### config.mk
export PLATFORM = sky130hd
export DESIGN_NAME = taglist_player_flat
export DESIGN_NICKNAME = d
export VERILOG_FILES = /design/src/rtl/taglist_player_if.sv /design/src/rtl/taglist_player.sv /design/src/flat_wrapper.sv
export SDC_FILE = /design/constraint.sdc
export NUM_CORES = 1
export LEC_CHECK = 0
export ABC_AREA = 1
export ABC_CLOCK_PERIOD_IN_PS = 2100
export CORE_MARGIN = 2
export CORE_UTILIZATION = 51
export CTS_BUF_LIST = sky130_fd_sc_hd__clkbuf_2 sky130_fd_sc_hd__clkbuf_4 sky130_fd_sc_hd__clkbuf_8
export CTS_CLUSTER_DIAMETER = 50
export CTS_CLUSTER_SIZE = 12
export DETAILED_ROUTE_END_ITERATION = 10
export GPL_ROUTABILITY_DRIVEN = 0
export GPL_TIMING_DRIVEN = 0
export PLACE_DENSITY = 0.94
export SLEW_MARGIN = 10
export SYNTH_ARGS = -nofsm -noshare
export SYNTH_HDL_FRONTEND = slang
export SYNTH_SLANG_ARGS = --single-unit
### constraint.sdc
create_clock -name clk_1KHz -period 2.1 [get_ports clk_1KHz]
set_input_delay 0.315 -clock clk_1KHz [delete_from_list [all_inputs] [get_ports clk_1KHz]]
set_output_delay 0.315 -clock clk_1KHz [all_outputs]
set_load 0.1 [all_outputs]
### src/rtl/taglist_player_if.sv
// rtl/taglist_player_if.sv - request, tag-list RAM and ROM-address signals of the sequence player
interface taglist_player_if;
   logic        list_ready;
   logic [6:0]  list_count;
   logic        play_req;
   logic [6:0]  play_seq;
   logic        play_loop;
   logic        abort;
   logic        play_ack;
   logic        play_err;
   logic        ram_rd_en;
   logic [6:0]  ram_rd_addr;
   logic [31:0] ram_rd_data;
   logic [9:0]  rom_addr;
   logic        rom_valid;
   logic        busy;
   logic        done;

   modport master (
      output list_ready, list_count, play_req, play_seq, play_loop, abort, ram_rd_data,
      input  play_ack, play_err, ram_rd_en, ram_rd_addr, rom_addr, rom_valid, busy, done
   );

   modport slave (
      input  list_ready, list_count, play_req, play_seq, play_loop, abort, ram_rd_data,
      output play_ack, play_err, ram_rd_en, ram_rd_addr, rom_addr, rom_valid, busy, done
   );
endinterface

### src/rtl/taglist_player.sv
// rtl/taglist_player.sv - plays a ROM address range looked up from the tag-list RAM
module taglist_player #(
   parameter int STEP_TICKS = 1
) (
   input logic             clk_1KHz,
   input logic             reset,
   taglist_player_if.slave bus
);
   localparam int TW = (STEP_TICKS > 1) ? $clog2(STEP_TICKS) : 1;
   localparam logic [TW-1:0] TICK_LAST = TW'(STEP_TICKS - 1);

   typedef enum logic [2:0] {IDLE, FETCH, LOAD, PLAY, DONE, ERR} state_t;

   state_t        state;
   logic          loop_q;
   logic [9:0]    first_q;
   logic [9:0]    last_q;
   logic [TW-1:0] tick;

   logic [9:0] ent_first;
   logic [9:0] ent_last;
   logic       ent_ok;
   logic       req_ok;
   logic       unused_eor;

   assign ent_first  = bus.ram_rd_data[20:11];
   assign ent_last   = bus.ram_rd_data[10:1];
   assign unused_eor = bus.ram_rd_data[0];
   // ram_rd_addr doubles as the latched sequence number for the seqNum check
   assign ent_ok = (bus.ram_rd_data[31:28] == 4'd0) &&
                   (bus.ram_rd_data[27:21] == bus.ram_rd_addr) &&
                   (ent_first <= ent_last);
   assign req_ok = bus.list_ready && (bus.play_seq < bus.list_count);

   always_ff @(posedge clk_1KHz) begin
      if (reset) begin
         state           <= IDLE;
         loop_q          <= 1'b0;
         first_q         <= '0;
         last_q          <= '0;
         tick            <= '0;
         bus.play_ack    <= 1'b0;
         bus.play_err    <= 1'b0;
         bus.ram_rd_en   <= 1'b0;
         bus.ram_rd_addr <= '0;
         bus.rom_addr    <= '0;
         bus.rom_valid   <= 1'b0;
         bus.busy        <= 1'b0;
         bus.done        <= 1'b0;
      end else begin
         bus.play_ack  <= 1'b0;
         bus.play_err  <= 1'b0;
         bus.ram_rd_en <= 1'b0;
         bus.done      <= 1'b0;
         if (state != IDLE && bus.abort) begin
            state         <= IDLE;
            bus.rom_valid <= 1'b0;
            bus.busy      <= 1'b0;
         end else begin
            case (state)
               IDLE: begin
                  if (bus.play_req) begin
                     bus.busy <= 1'b1;
                     if (req_ok) begin
                        state           <= FETCH;
                        loop_q          <= bus.play_loop;
                        bus.ram_rd_addr <= bus.play_seq;
                        bus.ram_rd_en   <= 1'b1;
                        bus.play_ack    <= 1'b1;
                     end else begin
                        state        <= ERR;
                        bus.play_err <= 1'b1;
                     end
                  end
               end
               FETCH: state <= LOAD;
               LOAD: begin
                  if (ent_ok) begin
                     state         <= PLAY;
                     first_q       <= ent_first;
                     last_q        <= ent_last;
                     bus.rom_addr  <= ent_first;
                     bus.rom_valid <= 1'b1;
                     tick          <= '0;
                  end else begin
                     state        <= ERR;
                     bus.play_err <= 1'b1;
                  end
               end
               PLAY: begin
                  if (tick == TICK_LAST) begin
                     tick <= '0;
                     if (bus.rom_addr < last_q) begin
                        bus.rom_addr <= bus.rom_addr + 10'd1;
                     end else if (loop_q) begin
                        bus.rom_addr <= first_q;
                     end else begin
                        state         <= DONE;
                        bus.rom_valid <= 1'b0;
                        bus.done      <= 1'b1;
                     end
                  end else begin
                     tick <= tick + TW'(1);
                  end
               end
               DONE, ERR: begin
                  state    <= IDLE;
                  bus.busy <= 1'b0;
               end
               default: begin
                  state    <= IDLE;
                  bus.busy <= 1'b0;
               end
            endcase
         end
      end
   end
endmodule
### src/flat_wrapper.sv
// flat-port wrapper written by rule: the top's interface ports become plain ports
module taglist_player_flat 
#(
   parameter int STEP_TICKS = 1
)
  (clk_1KHz, reset, bus_list_ready, bus_list_count, bus_play_req, bus_play_seq, bus_play_loop, bus_abort, bus_ram_rd_data, bus_play_ack, bus_play_err, bus_ram_rd_en, bus_ram_rd_addr, bus_rom_addr, bus_rom_valid, bus_busy, bus_done);
  taglist_player_if bus_i ();
  input logic clk_1KHz;
  input logic reset;
  input wire logic [$bits(bus_i.list_ready)-1:0] bus_list_ready;
  input wire logic [$bits(bus_i.list_count)-1:0] bus_list_count;
  input wire logic [$bits(bus_i.play_req)-1:0] bus_play_req;
  input wire logic [$bits(bus_i.play_seq)-1:0] bus_play_seq;
  input wire logic [$bits(bus_i.play_loop)-1:0] bus_play_loop;
  input wire logic [$bits(bus_i.abort)-1:0] bus_abort;
  input wire logic [$bits(bus_i.ram_rd_data)-1:0] bus_ram_rd_data;
  output wire logic [$bits(bus_i.play_ack)-1:0] bus_play_ack;
  output wire logic [$bits(bus_i.play_err)-1:0] bus_play_err;
  output wire logic [$bits(bus_i.ram_rd_en)-1:0] bus_ram_rd_en;
  output wire logic [$bits(bus_i.ram_rd_addr)-1:0] bus_ram_rd_addr;
  output wire logic [$bits(bus_i.rom_addr)-1:0] bus_rom_addr;
  output wire logic [$bits(bus_i.rom_valid)-1:0] bus_rom_valid;
  output wire logic [$bits(bus_i.busy)-1:0] bus_busy;
  output wire logic [$bits(bus_i.done)-1:0] bus_done;
  assign bus_i.list_ready = bus_list_ready;
  assign bus_i.list_count = bus_list_count;
  assign bus_i.play_req = bus_play_req;
  assign bus_i.play_seq = bus_play_seq;
  assign bus_i.play_loop = bus_play_loop;
  assign bus_i.abort = bus_abort;
  assign bus_i.ram_rd_data = bus_ram_rd_data;
  assign bus_play_ack = bus_i.play_ack;
  assign bus_play_err = bus_i.play_err;
  assign bus_ram_rd_en = bus_i.ram_rd_en;
  assign bus_ram_rd_addr = bus_i.ram_rd_addr;
  assign bus_rom_addr = bus_i.rom_addr;
  assign bus_rom_valid = bus_i.rom_valid;
  assign bus_busy = bus_i.busy;
  assign bus_done = bus_i.done;
  taglist_player #(.STEP_TICKS(STEP_TICKS)) u_core (.clk_1KHz(clk_1KHz), .reset(reset), .bus(bus_i));
endmodule
Word-level counts from Yosys, hierarchy flattened. Cells that the tools add are included.

RAM bits: 0. Latch bits: 0. Output and inout port bits: 23. Word-level logic and storage cells: 79. Flip-flop bits (word level): 47. Bits in read-only memories: 0. Memories: 0. Input port bits: 52.

Reduce and logical (&&, ||, !) cells: 19. Magnitude comparators: 3. Divide/modulo/power cells: 0. Add/sub/neg operators: 2. Multiply operators: 0. Equal/unequal tests: 10. Muxes and demuxes: 28. Bitwise operators: 5. Shift operators: 0.

Operator list (number): 10-bit 2-to-1 mux (4); 10-bit one-hot mux with 2 select lines (1); 3-bit 2-to-1 mux (6); 1-bit 2-to-1 mux (12); 3-bit one-hot mux with 4 select lines (1); 10-bit by 1-bit adder with 10-bit output, second input constant (1); 10-bit less-or-equal comparator (1); 10-bit less-than comparator (1); 5-bit AND reduction (2); 2-bit inequality test, second input constant (4); 1-bit one-hot mux with 2 select lines (4); 4-bit AND reduction (2); 7-bit equality test (1); 7-bit less-than comparator (1); 3-bit by 2-bit equality test with 1-bit output, second input constant (2); 3-bit AND reduction (2); 1-bit inverter (5); 5-bit OR reduction (1); 1-bit logical AND (4); 4-bit logical NOT (1); 4-bit OR reduction (1); 3-bit by 1-bit equality test with 1-bit output, second input constant (1); 3-bit logical NOT (1); 3-bit by 1-bit inequality test with 1-bit output, second input constant (1); other kinds (7) (7).

Longest topological paths before layout.
Depth after elaboration: 5. Depth in mapped cells: 16. Depth with buffers taken out: 15.

Least setup slack after synthesis. Ideal clock, no wire load.

Path kind: reg2reg. From: register u_core.bus.rom_addr[5]. To: register u_core.bus.rom_addr[0]. Setup slack: -0.251 ns. Buffers on the path: 1. Cell stages (with the launch flop): 11. Clock period less this slack: 2.351 ns. Required time: 1.987 ns. Data arrival time: 2.238 ns. Setup time: 0.113 ns. Cells stage by stage: dfxtp_1 -> ha_1 -> a21oi_1 -> o21ai_0 -> nand2_1 -> nand3_2 -> nand3_2 -> nand3_4 -> buf_6 -> nor2_1 -> nor2_1.

Word-level cells in the longest chain between the ends: 4. Elaborated cells on any way between the ends: 6. Those cells by class: order compare (1); eq/ne (1); mux (3); reduce/logical (1).

Ends and longest elaborated chain: from (decl) (line taglist_player_if.sv:26) `output play_ack, play_err, ram_rd_en, ram_rd_addr, rom_addr, rom_valid, busy, done`; from (signal assigned) (line taglist_player.sv:82) `bus.rom_addr <= ent_first;`; from (signal assigned) (line taglist_player.sv:94) `bus.rom_addr <= bus.rom_addr + 10'd1;`; from (signal assigned) (line taglist_player.sv:96) `bus.rom_addr <= first_q;`; 10-bit less-than comparator (*) (line taglist_player.sv:93) `if (bus.rom_addr < last_q) begin`; 10-bit 2-to-1 mux (line taglist_player.sv:93); 10-bit 2-to-1 mux (line taglist_player.sv:91) `if (tick == TICK_LAST) begin`; 10-bit one-hot mux with 2 select lines (line taglist_player.sv:60) `case (state)`.

Every way passes the cells marked *; elsewhere a longest branch is shown, timed or not. The select of a mux whose other input is x is not followed. A chain may end at the register's enable or synchronous reset.

Worst setup path in the final report.
From: input port bus_ram_rd_data[7]. To: register u_core.last_q[9].

Word-level cells in the longest chain between the ends: 3.

Ends and longest elaborated chain: from (decl) (line flat_wrapper.sv:16) `input wire logic [$bits(bus_i.ram_rd_data)-1:0] bus_ram_rd_data;`; 10-bit less-or-equal comparator (line taglist_player.sv:32) `(ent_first <= ent_last);`; 1-bit logical AND (line taglist_player.sv:31) `(bus.ram_rd_data[27:21] == bus.ram_rd_addr) &&`; 3-bit AND reduction (no source line); to (signal assigned) (line taglist_player.sv:81) `last_q <= ent_last;`; to (decl) (line taglist_player.sv:17) `logic [9:0] last_q;`.

No other way between the ends.

==> metrics.cfg <==
[clocking]
cts.sinks=46
clkLatencyLatePin_ns=0.31
cts.path.max_buffers=2
cts-root-buf=clkbuf_8
cts_buffers=5
cts_tree=done
clk_pin_slew_ns=0.09
holdBufCountCts=0
htreeDepth=2

[flow_run]
drv_cap=0

[worst_setup_path]
crit_slowest_cell=clkdlybuf4s50_1
end_kind=flop
path_class=input port to flop
crit_path_start_kind=input port
cp.required_ns=2.28
max_stage_delay_ns=0.50
cp_max_fo=5
crit_arrival_ns=2.23
cp_cell_sequence=clkdlybuf4s50_1, inv_1, ha_1, nand2_2, nor2_4, nand2_1, nand3_2, nand2_2, nand2_4, nor2_4, inv_2, buf_4, nand2_1, a21oi_1

[sta]
fin_tns_setup_ns=0
relSlewSlack_pct=35.0
holdWs_ns=0.317
period_minus_slack_ns=2.05
worst_slack_ns=0.0504
fmax_ghz=0.488
slew_violations=0
worst_slew_pin_slew_ns=0.974
hold_violations=0
finClkSkew_ns=0.0120
layout_worst_path_cycle_share_pct=97.6
setup_viol=0

[logic_synthesis]
avgSynthCellArea_um2=6.73
ys.flop_type=dfxtp_1
synth_edf_count=0
synth_fa_ha_area_share_pct=11.0
synth_xor_area_share_pct=3.26
synth_top_area_share_pct=31.1
yosysWarnings=0
synthesis.area_um2=2960
syn_inst=439
synth_compound_area_share_pct=9.69
yosys.area.top_type=dfxtp_1
yosysSeqAreaShare_pct=31.1
synth_nets=517
synthArstFlopShare_pct=0
yosys_register_bits=46
synth-simple-area-share_pct=33.3
synth_area_leaders=dfxtp_1, nand2_1, ha_1
ys_types=29
synth.most_common_cell=nand2_1
synthMuxAreaShare_pct=0
synth_common_cells=nand2_1, inv_1, dfxtp_1, nor2_1
synth_top_family_by_area=simple AND/OR/NAND/NOR gates

[layout]
drive_gt1_share_pct=12.4
n_antenna_cell=0
num-nets-final=600
final_util_pct=72.4
area_growth_pct=35.6

[power]
combPwrFrac_pct=46.8
p_int_mw=1.61
sequentialPowerShare_pct=34.3
p_switching_mw=1.42
clockPowerShare_pct=18.8
vdd_drop_max_uv=606
fin_total_pwr_mw=3.04
power.density_nw_per_um2=758
switching_share_pct=46.8
leakagePower_nw=1.99

[floorplanning]
coreArea_um2=5540
dieArea_um2=6420
io_pins=75
rows=27
fp.dieH_um=80.1
initial_core_util_pct=53.4
dieWidth_um=80.1

[place]
io_buffers=73
place_ws_ns=-0.255
dp_hpwl_um=6480

[grt]
antenna_found_initial=0
grt_pass1_wl_um=13300
gr-total-overflow=0
track_usage_pct=26.3
grt_max_degree=17
grt_pass1_vias=3141

[status]
outcome=finished clean

[routing]
antenna_left=0
wl_um=8780
vias_per_cell=5.45
route.detailed.drc=0
dr.pass1.iters=5
drt_iter0_drc=272
num_vias=3245
routedWlPerCell_um=14.8

[hold_path]
min_path_type=input port to flop

## placed cells by master (no fill, tap or decap), drive strengths merged
master,netlist,routed
dfxtp,46,46
o211ai,1,1
ha,26,26
nor3,2,2
clkinvlp,0,2
nor2,54,54
nand4,5,5
nand2,126,126
a21oi,36,36
dlymetal6s2s,0,16
clkbuf,4,9
dlygate4sd2,0,19
o21a,2,2
o21ai,13,13
inv,63,64
buf,9,12
xnor2,2,2
xor2,9,9
nand3,38,38
clkdlybuf4s50,0,38
a21o,2,2
clkinv,1,1
## sequential cells by signal (all words and copies together), names as in the netlist
register                count
u_core.bus.rom_valid        1
u_core.bus.play_ack         1
u_core.last_q              10
u_core.bus.play_err         1
u_core.bus.ram_rd_addr      7
u_core.first_q             10
u_core.bus.rom_addr        10
u_core.bus.done             1
u_core.state                3
u_core.loop_q               1
u_core.bus.busy             1
## logic make-up (layout without fill, tap and decap cells)
| kind of cell | Yosys count | after routing |
|---|---|---|
| compound gates | 54 | 54 |
| flops | 46 | 46 |
| xor+xnor | 11 | 11 |
| fa+ha+maj | 26 | 26 |
| simple gates | 225 | 225 |
| buf+inv | 77 | 161 |
## power groups by stage
stage,combinational (mW),clock (mW),sequential (mW)
detailed placement,1.41,0,1.06
finish,1.42,0.572,1.04
global placement,1.35,0,1.06
CTS,1.38,0.573,1.04
global route,1.53,0.609,1.05
floorplan,0.590,0,1.49
## worst max-delay path: cells and delay by family
kind                     cells  cell delay (ns)
AO/OA/AOI/OAI                1             0.07
buffers and inverters        4             0.81
AND/OR/NAND/NOR              8             0.71
adder cells (fa/ha/maj)      1             0.31
## area by class of cell
type	instances	area (um^2)
multi-input combinational	316	1770
fill	393	1530
sequential	46	935
timing repair buffer	76	767
inverter	64	240
buffer	13	114
tap	72	90.1
clock buffer	5	68.8
clock inverter	3	23.8
## metrics by stage
stage	area (um^2)	instances
floorplan	2970	439
global placement	3790	584
detailed placement	3790	584
CTS	3860	592
global route	4010	595
finish	4010	595
## metal layers
| layer | share of wire (%) | global-route usage [%] | vias up | wire length [um] |
|---|---|---|---|---|
| met3 | 6.7 | 5.28 | 54 | 590 |
| met5 | 0 | 0 | - | 0 |
| met4 | 5.1 | 10.2 | 0 | 450 |
| met2 | 51 | 51.7 | 185 | 4480 |
| li1 | - | - | 1550 | - |
| met1 | 37 | 26.9 | 1456 | 3260 |
## worst paths after layout
kind / start / endpoint / slack (ns) / depth (start not counted)
max reg2reg: u_core.last_q[9] / u_core.bus.rom_addr[7] / 0.10 / 10
max: bus_ram_rd_data[7] / u_core.last_q[9] / 0.05 / 14
min: bus_ram_rd_data[5] / u_core.last_q[4] / 0.32 / 3
min reg2reg: u_core.bus.rom_valid / u_core.bus.rom_valid / 0.46 / 2
## repair_timing
item,CTS,global route
pin swaps,0,10
cloned,0,2
setup endpoints to repair,19,36
buffers inserted,0,1
resized for setup,19,36
endpoints found under the hold margin,0,0
Power figures use the tool's default switching activity.
